### src/rtl/pcpi_fp_sumsq.sv
// PCPI co-processor returning rs1*rs1 + rs2*rs2 in IEEE-754 single precision.
// Uses one shared 24x24 mantissa multiplier. Latency is fixed, and the result truncates toward zero.
//
// state | meaning
// IDLE  | waiting for a matching instruction; hold blocks re-accept after DONE
// SQ_A  | square mantissa of rs1 into term a
// SQ_B  | square mantissa of rs2 into term b
// ADD   | align smaller term, add into 28-bit sum
// NORM  | normalise sum, pack result, raise ready
// DONE  | ready/wr pulse, set hold
module pcpi_fp_sumsq #(
    parameter logic [6:0] OPCODE = 7'b0110011,
    parameter logic [6:0] FUNCT7 = 7'b0000001,
    parameter logic [2:0] FUNCT3 = 3'b000
) (
    input  logic        clk,
    input  logic        reset,
    input  logic        pcpi_valid,
    input  logic [31:0] pcpi_insn,
    input  logic [31:0] pcpi_rs1,
    input  logic [31:0] pcpi_rs2,
    output logic        pcpi_wr,
    output logic [31:0] pcpi_rd,
    output logic        pcpi_wait,
    output logic        pcpi_ready
);

    typedef enum logic [2:0] {IDLE, SQ_A, SQ_B, ADD, NORM, DONE} state_t;

    state_t             state;
    logic               hold;
    logic [30:0]        op_a;
    logic [30:0]        op_b;
    logic               spec_nan;
    logic               spec_inf;
    logic signed [9:0]  term_a_exp;
    logic signed [9:0]  term_b_exp;
    logic [26:0]        term_a_man;
    logic [26:0]        term_b_man;
    logic [27:0]        sum;
    logic signed [9:0]  sum_exp;

    logic               match;
    logic               nan_a;
    logic               nan_b;
    logic               inf_a;
    logic               inf_b;
    logic [30:0]        mul_src;
    logic [23:0]        mul_man;
    logic [47:0]        prod;
    logic signed [9:0]  sq_exp;
    logic [26:0]        sq_man;
    logic               sq_zero;
    logic               a_big;
    logic signed [9:0]  big_exp;
    logic signed [9:0]  small_exp;
    logic [26:0]        big_man;
    logic [26:0]        small_man;
    logic [9:0]         diff;
    logic [26:0]        shifted;
    logic [27:0]        sum_next;
    logic [26:0]        norm_man;
    logic signed [9:0]  norm_exp;
    logic [31:0]        result;
    logic               unused_bits;

    assign match = pcpi_valid && (pcpi_insn[6:0] == OPCODE) &&
                   (pcpi_insn[31:25] == FUNCT7) && (pcpi_insn[14:12] == FUNCT3);

    assign nan_a = (&pcpi_rs1[30:23]) && (|pcpi_rs1[22:0]);
    assign nan_b = (&pcpi_rs2[30:23]) && (|pcpi_rs2[22:0]);
    assign inf_a = (&pcpi_rs1[30:23]) && !(|pcpi_rs1[22:0]);
    assign inf_b = (&pcpi_rs2[30:23]) && !(|pcpi_rs2[22:0]);

    // Shared multiplier: operand selected by the squaring state.
    assign mul_src = (state == SQ_B) ? op_b : op_a;
    assign mul_man = {1'b1, mul_src[22:0]};
    assign prod    = mul_man * mul_man;
    assign sq_exp  = $signed({1'b0, mul_src[30:23], 1'b0}) - 10'sd127
                   + $signed({9'b0, prod[47]});
    assign sq_man  = prod[47] ? prod[47:21] : prod[46:20];
    assign sq_zero = (mul_src[30:23] == 8'd0) || (sq_exp <= 10'sd0);

    always_comb begin
        a_big     = (term_a_exp >= term_b_exp);
        big_exp   = a_big ? term_a_exp : term_b_exp;
        small_exp = a_big ? term_b_exp : term_a_exp;
        big_man   = a_big ? term_a_man : term_b_man;
        small_man = a_big ? term_b_man : term_a_man;
        diff      = big_exp - small_exp;
        shifted   = (diff >= 10'd27) ? 27'd0 : (small_man >> diff);
        sum_next  = {1'b0, big_man} + {1'b0, shifted};
    end

    always_comb begin
        norm_man = sum[27] ? sum[27:1] : sum[26:0];
        norm_exp = sum_exp + $signed({9'b0, sum[27]});
        if (spec_nan)
            result = 32'h7FC0_0000;
        else if (spec_inf)
            result = 32'h7F80_0000;
        else if (sum == 28'd0)
            result = 32'h0000_0000;
        else if (norm_exp >= 10'sd255)
            result = 32'h7F80_0000;
        else
            result = {1'b0, norm_exp[7:0], norm_man[25:3]};
    end

    assign unused_bits = ^{pcpi_insn[24:15], pcpi_insn[11:7], pcpi_rs1[31], pcpi_rs2[31],
                           prod[19:0], norm_man[26], norm_man[2:0], norm_exp[9:8]};

    always_ff @(posedge clk) begin
        if (reset) begin
            state      <= IDLE;
            hold       <= 1'b0;
            op_a       <= '0;
            op_b       <= '0;
            spec_nan   <= 1'b0;
            spec_inf   <= 1'b0;
            term_a_exp <= '0;
            term_b_exp <= '0;
            term_a_man <= '0;
            term_b_man <= '0;
            sum        <= '0;
            sum_exp    <= '0;
            pcpi_wr    <= 1'b0;
            pcpi_rd    <= '0;
            pcpi_wait  <= 1'b0;
            pcpi_ready <= 1'b0;
        end else begin
            case (state)
                IDLE: begin
                    hold       <= 1'b0;
                    pcpi_ready <= 1'b0;
                    pcpi_wr    <= 1'b0;
                    if (match && !hold) begin
                        op_a      <= pcpi_rs1[30:0];
                        op_b      <= pcpi_rs2[30:0];
                        spec_nan  <= nan_a || nan_b;
                        spec_inf  <= inf_a || inf_b;
                        pcpi_wait <= 1'b1;
                        state     <= SQ_A;
                    end
                end
                SQ_A: begin
                    term_a_exp <= sq_zero ? 10'sd0 : sq_exp;
                    term_a_man <= sq_zero ? 27'd0 : sq_man;
                    state      <= SQ_B;
                end
                SQ_B: begin
                    term_b_exp <= sq_zero ? 10'sd0 : sq_exp;
                    term_b_man <= sq_zero ? 27'd0 : sq_man;
                    state      <= ADD;
                end
                ADD: begin
                    sum     <= sum_next;
                    sum_exp <= big_exp;
                    state   <= NORM;
                end
                NORM: begin
                    pcpi_rd    <= result;
                    pcpi_wait  <= 1'b0;
                    pcpi_ready <= 1'b1;
                    pcpi_wr    <= 1'b1;
                    state      <= DONE;
                end
                DONE: begin
                    // Core still drives valid for one cycle after it sees ready.
                    pcpi_ready <= 1'b0;
                    pcpi_wr    <= 1'b0;
                    hold       <= 1'b1;
                    state      <= IDLE;
                end
                default: state <= IDLE;
            endcase
        end
    end

endmodule
### config.mk
export PLATFORM = sky130hd
export DESIGN_NAME = pcpi_fp_sumsq
export DESIGN_NICKNAME = d
export VERILOG_FILES = /design/src/rtl/pcpi_fp_sumsq.sv
export SDC_FILE = /design/constraint.sdc
export NUM_CORES = 2
export LEC_CHECK = 0
export ABC_CLOCK_PERIOD_IN_PS = 32100
export BUFFER_PORTS_ARGS = -buffer_cell sky130_fd_sc_hd__buf_2
export CAP_MARGIN = 20
export CORE_MARGIN = 4
export CORE_UTILIZATION = 70
export CTS_BUF_LIST = sky130_fd_sc_hd__clkbuf_4 sky130_fd_sc_hd__clkbuf_8 sky130_fd_sc_hd__clkbuf_16
export DETAILED_ROUTE_END_ITERATION = 7
export GPL_ROUTABILITY_DRIVEN = 0
export GPL_TIMING_DRIVEN = 0
export PLACE_DENSITY = 0.89
export SETUP_SLACK_MARGIN = 0.1
export SLEW_MARGIN = 30
export SYNTH_ARGS = -nofsm -noshare
export SYNTH_HDL_FRONTEND = slang
export SYNTH_SLANG_ARGS = --single-unit
### constraint.sdc
create_clock -name clk -period 32.1 [get_ports clk]
set_input_delay 6.42 -clock clk [delete_from_list [all_inputs] [get_ports clk]]
set_output_delay 6.42 -clock clk [all_outputs]
set_load 0.02 [all_outputs]
==> summary.md <==
| Metric | Value |
|---|---|
| Syn-to-layout area delta | 6.66% |
| Core Region | 39,700 sq um |
| TritonCTS buffer count | 20 |
| Initial antenna violation count | 0 |
| # resized after CTS | 0 |
| Primary FF master, synth | dfxtp_1 |
| Total clock sinks | 213 |
| Crit path max-delay cell type | clkbuf_1 |
| CP max FO | 10 |
| Final net count | 4,273 |
| Vias/cell | 6.15 |
| Placed cell count | 4,049 |
| Worst r2r src | state[2] |
| Post-route insts no fill | 4,083 |
| Die W | 209 um |
| Setup violators final | 0 |
| Post-CTS Setup Bufs | 0 |
| Total grt overflow | 0 |
| Fillcell total | 2,761 |
| H-tree levels | 1 |
| WP data required | 32,470 ps |
| Final Hold Viols | 0 |
| Int Pwr | 0.000400 W |
| R2R depth | 41 |
| Crit path launch type | register |
| Post-synth top cells | nand2_1, inv_1, fa_1, nor2_1, dfxtp_1 |
| MaxCap Viol Count | 0 |
| Post-Synthesis Cell Area | 28,200 sq um |
| Initial DRC count | 3,251 |
| Global-route wire length before repair | 131,000 um |
| Post-synthesis cell count | 3,409 |
| Failing checks | DRC |
| Layout cell share with drive strength beyond 1 | 6.30% |
| Static Leak | 15.1 nW |
| Unrepaired setup endpoints after global routing | false |
| I/O pin total | 134 |
| Crit Path Class | register to register |
| Final Skew | 31.9 ps |
| DR pass1 iterations | 8 |
| Setup crit end | term_b_exp[2] |
| Placed Area | 29,400 sq um |
| Initial core utilization | 70.9% |
| Clock latency at the later pin of the worst-skew pair | 530 ps |
| I/O Buffers | 115 |
| Remaining DRCs | 43 |
| Routed length per instance | 20.1 um |
| Hold_ws | 453 ps |
| # hold bufs at CTS | 0 |
| DP HPWL | 66,300 um |
| NetSw | 0.000114 W |
| Avg Cell Area, Syn | 8.27 sq um |
| Total number of vias | 25.1k |
| Maximum achievable frequency | 73.7 MHz |
| Peak VDD IR | 0.0290 mV |
| Clk buf depth | 3 |
| EDFF count, synth | 0 |
| Pins over their slew limit | 0 |
| CTS tree | yes |
| Top-count cell post-synth | nand2_1 |
| WL final | 81,900 um |
| Area leader, netlist | fa_1 |
| Root buffer cell | clkbuf_16 |
| Hold Crit Class | register to register |
| Most frequent CP cell | fa_1 |
| Synth warn | 0 |
| Syn_nets | 4,136 |
| Register bit count reported by yosys | 213 |
| Setup TNS Final | 0 ps |
| Critical Path End Type | register |
| CP startpoint | state[2] |
| Area contributors post-synth | fa_1, dfxtp_1, ha_1, nand2_1, inv_1 |
| Total GRT Usage | 37.3% |
| Final Cell Area | 30,100 sq um |
| Die area | 43,500 sq um |
| Cell Rows | 73 |
| Status | complete, but fails checks |
| Seq pwr share | 51.4% |
| Min Tclk post-route | 13,570 ps |
| Post-synth ARST share | 0% |
| WP data arrival | 13,940 ps |
| Clock group share of total power | 45.8% |
| Largest net degree at the start of global routing | 16 |
| Gate power share | 2.8% |
| Share of the synthesized area in the top cell type | 30.0% |
| Clk slew on worst S/H paths | 60 ps |
| Die Span Y | 209 um |
| Net Sw Frac | 22.1% |
| PD cells | 17.1 nW/um^2 |
| Slew @ Worst Pin | 956 ps |
| CP max stage delay | 670 ps |
| FF-to-FF End | term_b_exp[2] |
| Cell variety after synth | 87 |
| Post-synthesis sequential area ratio | 15.1% |
| Post-DRT Antenna Nets | 0 |
| Vias in the first global route | 25.8k |
| Worst slew margin | 35.0% |
| FF-to-FF setup slack | 18,530 ps |
| Fin crit share | 42.3% |
| Post-layout util | 75.7% |
==> critical path: cells and delay by family (launching register included) <==
| kind | cells | cell delay, ps |
|---|---|---|
| fa+ha+maj | 9 | 4460 |
| buf+inv | 14 | 4350 |
| simple gates | 13 | 3240 |
| compound gates | 5 | 1040 |
| flops | 1 | 310 |
==> through the flow <==
stage | setup WS [ps] | power (W)
floorplan | 21790 | 0.000275
finish | 18530 | 0.000514
global placement | 19320 | 0.000284
CTS | 19030 | 0.000513
global route | 18100 | 0.000523
detailed placement | 19120 | 0.000284
==> power groups by stage <==
| stage | logic [W] | clock network (W) | registers (W) |
|---|---|---|---|
| finish | 0.0000142 | 0.000235 | 0.000264 |
| global route | 0.0000151 | 0.000244 | 0.000264 |
| CTS | 0.0000138 | 0.000235 | 0.000264 |
| detailed placement | 0.0000137 | 0 | 0.000270 |
| global placement | 0.0000136 | 0 | 0.000270 |
| floorplan | 0.00000456 | 0 | 0.000270 |
==> layout by cell type, fill, tap and decap left out, types with 25 or more instances in the layout <==
master and count:
xor2_1 27, nor4_1 25, inv_1 622, buf_2 125
nor2_1 226, nand3_1 35, nor3_1 38, mux2_2 27
ha_1 205, o21ai_0 69, xnor2_1 45, fa_1 423
a21oi_1 206, a211oi_1 26, a21o_1 30, clkbuf_1 124
nand2_1 629, mux2i_1 109, a22oi_1 30, dfxtp_1 213
==> layer usage <==
layer  vias to the layer above  GRT usage (%)  routed length (um)
li1                      11100              -                   -
met1                     11900           45.3               29300
met2                      1635           60.4               37000
met3                       433           11.5               10300
met4                         0           18.8                5270
met5                         -              0                   0
==> sequential cells by signal (all words and copies together), names as in the netlist, 3 cells and up <==
signal	cells
term_a_man	27
term_b_exp	10
pcpi_rd	31
op_a	31
sum	28
state	3
op_b	31
term_b_man	27
term_a_exp	10
sum_exp	10
==> cell type report <==
class	instances	area [sq um]	share of cell area, %
diodes	1	2.50	0.00832
inverters	629	2360	7.85
flip-flops and latches	213	4260	14.2
clock inverters	5	31.3	0.104
repair buffers	115	576	1.91
plain buffers	152	603	2.01
clock buffers	28	603	2.01
well taps	525	657	2.18
multi-input cells	2415	21000	69.7
==> cell families (layout without fill, tap and decap cells) <==
family | after synthesis | after routing | synth area share, %
AND/OR/NAND/NOR | 1075 | 1075 | 16.2
buffers and inverters | 781 | 929 | 10.5
adder cells (fa/ha/maj) | 628 | 628 | 39.1
AO/OA/AOI/OAI | 495 | 495 | 11.3
flip-flops | 213 | 213 | 15.1
multiplexers | 144 | 144 | 5.47
XOR/XNOR | 72 | 72 | 2.24
other | 1 | 2 | 0.0133
==> worst min-delay path by stage <==
| stage | start | endpoint | slack [ps] | cells after the start |
|---|---|---|---|---|
| 4_1_cts | op_b[20] | op_b[20] | 450 | 2 |
| 6_report | pcpi_wait | pcpi_wait | 450 | 2 |
| 5_1_grt | op_b[19] | op_b[19] | 470 | 2 |
| 3_3_place_gp | op_a[28] | op_a[28] | 440 | 2 |
| 2_1_floorplan | op_a[20] | op_a[20] | 430 | 2 |
| 3_5_place_dp | op_b[20] | op_b[20] | 450 | 2 |
Note: power is estimated with default switching activity, not from simulation.
